**config.mk**
```make
export PLATFORM = sky130hd
export DESIGN_NAME = divisor_sequencial_ctrl
export DESIGN_NICKNAME = d
export VERILOG_FILES = /design/src/rtl/estagiodivisao.sv /design/src/rtl/divisor_sequencial_ctrl.sv
export SDC_FILE = /design/constraint.sdc
export NUM_CORES = 1
export LEC_CHECK = 0
export ABC_CLOCK_PERIOD_IN_PS = 3300
export BUFFER_PORTS_ARGS = -buffer_cell sky130_fd_sc_hd__buf_2
export CAP_MARGIN = 40
export CORE_UTILIZATION = 30
export CTS_CLUSTER_DIAMETER = 50
export DETAILED_ROUTE_END_ITERATION = 8
export PLACE_DENSITY_LB_ADDON = 0.08
export SYNTH_ARGS = -nofsm -noshare
export SYNTH_HDL_FRONTEND = slang
export SYNTH_SLANG_ARGS = --single-unit
```
**constraint.sdc**
```tcl
create_clock -name clk -period 3.3 [get_ports clk]
set_input_delay 0.33 -clock clk [delete_from_list [all_inputs] [get_ports clk]]
set_output_delay 0.33 -clock clk [all_outputs]
set_load 0.05 [all_outputs]
```
**src/rtl/estagiodivisao.sv**
```systemverilog
// Single restoring-division step: shift in one dividend bit, subtract the divisor if it fits.
module estagiodivisao (
  input  logic [3:0] Resto_anterior,
  input  logic       D_bit,
  input  logic [3:0] B,
  output logic [3:0] Resto_novo,
  output logic       Q_bit
);

  logic [3:0] parcial;

  // Resto_anterior[3] is dropped; callers guarantee it is zero.
  always_comb begin
    parcial    = {Resto_anterior[2:0], D_bit};
    Q_bit      = (parcial >= B);
    Resto_novo = Q_bit ? 4'(parcial - B) : parcial;
  end

endmodule

```
**src/rtl/divisor_sequencial_ctrl.sv**
```systemverilog
// Sequential 4-bit unsigned restoring divider: iterates one estagiodivisao stage
// MSB-first over the dividend, one bit per clock, with start/busy/done handshake.
module divisor_sequencial_ctrl #(
  parameter int unsigned WIDTH = 4
) (
  input  logic             clk,
  input  logic             rst_n,
  input  logic             start,
  input  logic [WIDTH-1:0] A,
  input  logic [WIDTH-1:0] B,
  output logic             busy,
  output logic             done,
  output logic [WIDTH-1:0] Quociente,
  output logic [WIDTH-1:0] Resto,
  output logic             div_zero
);

  localparam int unsigned CW = $clog2(WIDTH);

  localparam logic [1:0] S_IDLE = 2'd0;
  localparam logic [1:0] S_RUN  = 2'd1;
  localparam logic [1:0] S_DONE = 2'd2;

  if (WIDTH != 4) begin : g_width_check
    $error("divisor_sequencial_ctrl: only WIDTH=4 is supported");
  end

  logic [1:0]       state, state_nxt;
  logic [WIDTH-1:0] a_reg, a_nxt;
  logic [WIDTH-1:0] b_reg, b_nxt;
  logic [WIDTH-1:0] r_reg, r_nxt;
  logic [WIDTH-1:0] q_sh, q_nxt;
  logic [CW-1:0]    count, count_nxt;
  logic             busy_nxt, done_nxt, div_zero_nxt;
  logic [WIDTH-1:0] quo_nxt, resto_nxt;

  logic [WIDTH-1:0] resto_novo;
  logic             q_bit;

  estagiodivisao u_stage (
    .Resto_anterior (r_reg),
    .D_bit          (a_reg[count]),
    .B              (b_reg),
    .Resto_novo     (resto_novo),
    .Q_bit          (q_bit)
  );

  // Next-state and datapath update
  always_comb begin
    state_nxt    = state;
    a_nxt        = a_reg;
    b_nxt        = b_reg;
    r_nxt        = r_reg;
    q_nxt        = q_sh;
    count_nxt    = count;
    done_nxt     = 1'b0;
    quo_nxt      = Quociente;
    resto_nxt    = Resto;
    div_zero_nxt = div_zero;

    case (state)
      S_IDLE: begin
        if (start) begin
          a_nxt     = A;
          b_nxt     = B;
          r_nxt     = '0;
          q_nxt     = '0;
          count_nxt = CW'(WIDTH - 1);
          if (B == '0) begin
            // Division by zero resolves immediately without iterating.
            state_nxt    = S_DONE;
            done_nxt     = 1'b1;
            quo_nxt      = '1;
            resto_nxt    = A;
            div_zero_nxt = 1'b1;
          end else begin
            state_nxt = S_RUN;
          end
        end
      end
      S_RUN: begin
        r_nxt     = resto_novo;
        q_nxt     = {q_sh[WIDTH-2:0], q_bit};
        count_nxt = CW'(count - CW'(1));
        if (count == '0) begin
          state_nxt    = S_DONE;
          done_nxt     = 1'b1;
          quo_nxt      = {q_sh[WIDTH-2:0], q_bit};
          resto_nxt    = resto_novo;
          div_zero_nxt = 1'b0;
        end
      end
      S_DONE: state_nxt = S_IDLE;
      default: state_nxt = S_IDLE;
    endcase

    busy_nxt = (state_nxt == S_RUN);
  end

  always_ff @(posedge clk or negedge rst_n) begin
    if (!rst_n) begin
      state     <= S_IDLE;
      a_reg     <= '0;
      b_reg     <= '0;
      r_reg     <= '0;
      q_sh      <= '0;
      count     <= '0;
      busy      <= 1'b0;
      done      <= 1'b0;
      Quociente <= '0;
      Resto     <= '0;
      div_zero  <= 1'b0;
    end else begin
      state     <= state_nxt;
      a_reg     <= a_nxt;
      b_reg     <= b_nxt;
      r_reg     <= r_nxt;
      q_sh      <= q_nxt;
      count     <= count_nxt;
      busy      <= busy_nxt;
      done      <= done_nxt;
      Quociente <= quo_nxt;
      Resto     <= resto_nxt;
      div_zero  <= div_zero_nxt;
    end
  end

endmodule

```
==> qor.yml, run 1 <==
status:
  outcome: "complete, no violations"
routing:
  drtIter0Drc: 56
  drtPass1Iterations: 4
  vias: 1064
  antenna_left: 0
  drc: 0
  viasPerCell: 4.97
  wire_per_inst_um: 14.7
  routed_wl_um: 3150
critical_path:
  crit_fanout: 5
  criticalPathCategory: "reg2reg"
  r2r_slack_ns: 0.73
  crit_path_start_kind: "flip-flop"
  critPathCaptureType: "flip-flop"
  cp.required_ns: 3.45
  arrival_ns: 2.72
placement:
  place.gp.congestion: 0.805
  post-place-cells: 206
  dp_slack_ns: 0.740
  port_buffers: 21
  dp_hpwl_um: 2310
synth:
  ys_warn_count: 0
  synth.cell_area_um2: 1390
  synth_edf_count: 0
  yosysUniqueCellTypes: 37
  synth-async-reset-ratio: 1.00
  synth_nets: 152
  synth_cells: 135
  synth_seq_cells: 29
  syn_avg_cell_area_um2: 10.3
  synthFlopType: "dfrtp_1"
  ys_seq_area_frac: 0.521
die:
  die_w_um: 70.2
  die-area_um2: 4920
  std_cell_rows: 24
  io_pins: 22
  core_um2: 4410
  die_h_um: 70.2
  start_util: 0.316
global_route:
  overflow: 0
  grt_pass1_wl_um: 5240
  grt_pass1_vias: 1049
  antenna_found_initial: 0
  grt_max_degree: 30
  grtUsageTotal: 0.141
cells_and_area:
  diodes: 0
  utilization: 0.370
  fin_cells: 214
  num-nets-final: 178
  seq_area_um2: 726
  areaGrowthSynthToFinish_pct: 17.2
  multiInputGateArea_um2: 614
  final_common_cell: "dfrtp_1"
  final_cell_mix: "dfrtp_1 (29), buf_2 (21), nand2_1 (18), a21oi_1 (13), nor2_1 (12)"
  fillers: 460
  drive_gt1_frac: 0.228
timing:
  worst_slack_ns: 0.727
  hold_viol_final: 0
  drv_slew: 0
  tightest_slew_ns: 0.669
  max_freq_mhz: 389
  skew_ns: 0.00584
  tns_ns: 0
  relSlewSlack: 0.554
  fin_crit_sh: 0.780
  rsz0062_at_grt: "false"
  finalSetupViolCount: 0
  period_minus_slack_ns: 2.57
clock_tree:
  cts_sinks: 29
  cts_max_level: 2
  postCtsHoldBufs: 0
  cts-root-buf: "clkbuf_8"
  post_cts_buffers: 0
  numCtsBuffers: 5
  cts_tree: "yes"
  cts_resized: 0
  clkSlewWorstSetupHoldPaths_ns: 0.07
  clock_latency_ns: 0.28
  cts_buffer_depth: 2
min_path:
  hold_class: "in2async"
run:
  max-cap-violations: 0
[critical path, cell delays in order (launching register included)]
cell and delay, ns:
dfrtp_1 0.40, mux4_2 0.54, inv_1 0.08, ha_1 0.16
inv_1 0.06, fa_1 0.43, a21oi_1 0.27, o21ai_2 0.14
mux2i_1 0.25, o211ai_1 0.12
[layer usage]
metal	up-vias	share of wire	GRT usage
li1	519	-	-
met1	512	0.49	0.191
met2	28	0.44	0.214
met3	5	0.056	0.0390
met4	0	0.012	0.0533
met5	-	0	0
[layout make-up]
type                    instances  area share
well taps                      52      0.0398
multi-input cells              94       0.376
inverters                       9      0.0207
clock inverters                 2     0.00613
repair buffers                 22      0.0689
clock buffers                   6      0.0444
flip-flops and latches         29       0.444
[through the flow]
stage                     hold WS [ns]  area [um2]
after global placement           0.399        1550
after floorplan                 0.0344        1390
after global routing             0.134        1630
after detailed placement         0.409        1550
after CTS                        0.109        1630
final                           0.0853        1630
[worst paths after layout]
kind / start / to / depth (start not counted)
max in group asynchronous: rst_n / Resto[1]$_DFFE_PN0P_ / 1
min in group clk: B[0] / b_reg[0]$_DFFE_PN0P_ / 2
setup / recovery: count[0]$_DFFE_PN0P_ / Resto[1]$_DFFE_PN0P_ / 9
setup reg to reg: count[0]$_DFFE_PN0P_ / Resto[1]$_DFFE_PN0P_ / 9
hold / removal: rst_n / r_reg[0]$_DFFE_PN0P_ / 1
hold reg to reg: div_zero$_DFFE_PN0P_ / div_zero$_DFFE_PN0P_ / 2
[cells by family (layout without fill, tap and decap cells)]
| kind of cell | after synthesis | count (layout) | share of synthesized area |
|---|---|---|---|
| flip-flops | 29 | 29 | 0.521 |
| adder cells (fa/ha/maj) | 6 | 6 | 0.0592 |
| XOR/XNOR | 1 | 1 | 0.00628 |
| AO/OA/AOI/OAI | 35 | 35 | 0.156 |
| multiplexers | 7 | 7 | 0.0637 |
| buffers and inverters | 12 | 39 | 0.0386 |
| AND/OR/NAND/NOR | 45 | 45 | 0.155 |
[cells in the mapped netlist, types with 2 or more instances]
master / instances / area [um2]
o21ai_1: 4 / 20.0
a21oi_1: 13 / 65.1
o21ai_0: 4 / 20.0
nor2_1: 12 / 45.0
nand2_2: 2 / 12.5
nor4_1: 2 / 12.5
inv_1: 9 / 33.8
nor3_1: 3 / 15.0
nand3_1: 2 / 10.0
mux2_1: 4 / 45.0
a22oi_1: 2 / 15.0
nand2_1: 18 / 67.6
nand2b_1: 2 / 12.5
dfrtp_1: 29 / 726
ha_1: 5 / 62.6
a21o_1: 2 / 15.0
o211ai_1: 2 / 15.0
Power of run 1 is not shown: default switching activity piles up to over one toggle a cycle in this logic, so the estimate is an artifact.
==> inputs of run 2 (changes only) <==
--- a/config.mk
+++ b/config.mk
@@ -5,7 +5,7 @@
 export SDC_FILE = /design/constraint.sdc
 export NUM_CORES = 1
 export LEC_CHECK = 0
-export ABC_CLOCK_PERIOD_IN_PS = 3300
+export ABC_CLOCK_PERIOD_IN_PS = 2100
 export BUFFER_PORTS_ARGS = -buffer_cell sky130_fd_sc_hd__buf_2
 export CAP_MARGIN = 40
 export CORE_UTILIZATION = 30
==> constraint.sdc (replaced) <==
create_clock -name clk -period 2.1 [get_ports clk]
set_input_delay 0.21 -clock clk [delete_from_list [all_inputs] [get_ports clk]]
set_output_delay 0.21 -clock clk [all_outputs]
set_load 0.05 [all_outputs]
==> qor.yml, run 2 (synthesized netlist as in run 1, its figures left out) <==
status:
  outcome: "complete, but fails checks"
  violations: "negative setup slack"
die:
  die-area_um2: 4920  # unchanged
  core_um2: 4410  # unchanged
  die_h_um: 70.2  # unchanged
  die_w_um: 70.2  # unchanged
  start_util: 0.316  # unchanged
  std_cell_rows: 24  # unchanged
  io_pins: 22  # unchanged
clock_tree:
  cts-root-buf: "clkbuf_8"
  cts_max_level: 2  # unchanged
  cts_tree: "yes"
  numCtsBuffers: 5  # unchanged
  clock_latency_ns: 0.28  # about the same
  cts_buffer_depth: 2  # unchanged
  cts_sinks: 29  # unchanged
  clkSlewWorstSetupHoldPaths_ns: 0.07  # about the same
timing:
  worst_slack_ns: -0.228  # -0.955 ns
  max_freq_mhz: 429  # +11%
  rsz0062_at_grt: "true"
  relSlewSlack: 0.551  # -0.00310
  skew_ns: 0.00894  # +0.00310 ns
  period_minus_slack_ns: 2.33  # -0.245 ns
  drv_slew: 0  # unchanged
  finalSetupViolCount: 9  # +9
  tightest_slew_ns: 0.674  # +0.00465 ns
  fin_crit_sh: 1.11  # +0.329
  hold_viol_final: 0  # unchanged
critical_path:
  crit_path_start_kind: "flip-flop"
  criticalPathCategory: "reg2reg"
  cp_cell_sequence: "mux4_2 -> inv_2 -> ha_4 -> inv_2 -> fa_2 -> o21ai_0 -> a21oi_1 -> nor3_1 -> a21oi_2 -> a21oi_1"
  crit_fanout: 4  # -1
  critPathSlowestCell: "mux4_2"
  crit_path_max_incr_delay_ns: 0.53  # about the same
  cp.required_ns: 2.30  # -1.15 ns
  r2r_slack_ns: -0.23  # -0.96 ns
  critPathCaptureType: "flip-flop"
  arrival_ns: 2.53  # -0.19 ns
routing:
  met2_length_um: 1410  # +1.1%
  wl_met3_um: 132  # -25%
  wl_met1_um: 1570  # +1.8%
  antenna_left: 0  # unchanged
  drc: 0  # unchanged
  wire_per_inst_um: 14.2  # -3.7%
  viasPerCell: 4.91  # -1.3%
  drtIter0Drc: 30  # -46%
  vias: 1089  # +2.3%
  routed_wl_um: 3150  # about the same
  drtPass1Iterations: 4  # unchanged
  top_layer: "met4"
placement:
  post-place-cells: 212  # +2.9%
  place.gp.congestion: 0.845  # +5.0%
  dp_hpwl_um: 2350  # +1.4%
  port_buffers: 21  # unchanged
cells_and_area:
  areaGrowthSynthToFinish_pct: 28.9
  final_cell_mix: "dfrtp_1 (29), buf_2 (21), nand2_1 (18), a21oi_1 (11), nor2_1 (11)"
  drive_gt1_frac: 0.324  # +0.0951
  num-nets-final: 186  # +4.5%
  fin_cells: 222  # +3.7%
  multiInputGateArea_um2: 663  # +7.9%
  final_common_cell: "dfrtp_1"
  seq_area_um2: 726  # unchanged
  diodes: 0  # unchanged
  fillers: 425  # -7.6%
run:
  max-cap-violations: 0  # unchanged
global_route:
  grt_pass1_wl_um: 5320  # +1.4%
  grt_max_degree: 30  # unchanged
  grt_pass1_vias: 1074  # +2.4%
  antenna_found_initial: 0  # unchanged
  overflow: 0  # unchanged
  grtUsageTotal: 0.143  # +0.00272
min_path:
  hold_class: "in2reg"
-- run 2: repair_timing --
item                                    CTS  global route
hold buffers                              1             0
resized for setup                         3             3
setup buffers                             1             0
pin swaps                                 5             1
endpoints found under the hold margin    29             0
endpoints found under the setup margin    9             9
-- run 2: critical path, delay by kind of cell, from the launching register on --
family,cells,cell delay [ns]
mux,1,0.53
fa+ha+maj,2,0.48
buf+inv,2,0.12
compound gates,4,0.50
simple gates,1,0.24
flops,1,0.37
-- run 2: through the flow --
stage / instance area [um2] / hold WS (ns) / setup WS (ns) / utilization / setup TNS [ns]
after detailed placement: 1620 / 0.295 / -0.302 / 0.366 / -1.84
after floorplan: 1410 / -0.0856 / -0.121 / - / -0.511
after global placement: 1620 / 0.283 / -0.258 / 0.366 / -1.35
final: 1800 / 0.170 / -0.228 / 0.407 / -1.25
after CTS: 1780 / 0.166 / -0.247 / 0.403 / -1.31
after global routing: 1800 / 0.169 / -0.376 / 0.407 / -2.51
-- run 2: path summary, 6_finish.rpt --
check	from	endpoint	cells past startpoint
min in group asynchronous	rst_n	busy$_DFF_PN0_	2
min reg2reg	div_zero$_DFFE_PN0P_	div_zero$_DFFE_PN0P_	2
max in group asynchronous	rst_n	count[0]$_DFFE_PN0P_	2
max	count[0]$_DFFE_PN0P_	Resto[0]$_DFFE_PN0P_	10
min	B[0]	b_reg[0]$_DFFE_PN0P_	2
max reg2reg	count[0]$_DFFE_PN0P_	Resto[0]$_DFFE_PN0P_	10
-- run 2: cell type report --
| type | count | area share |
|---|---|---|
| Tap cell | 52 | 0.0362 |
| Sequential cell | 29 | 0.404 |
| Multi-Input combinational cell | 94 | 0.369 |
| Clock inverter | 3 | 0.0362 |
| Timing Repair Buffer | 30 | 0.0975 |
| Clock buffer | 5 | 0.0383 |
| Inverter | 9 | 0.0188 |
-- run 2: layer usage --
layer,GRT usage,vias to the layer above
li1,-,535
met1,0.192,522
met2,0.223,27
met3,0.0375,5
met4,0.0533,0
met5,0,-
Power of run 2 is left out for the same reason.
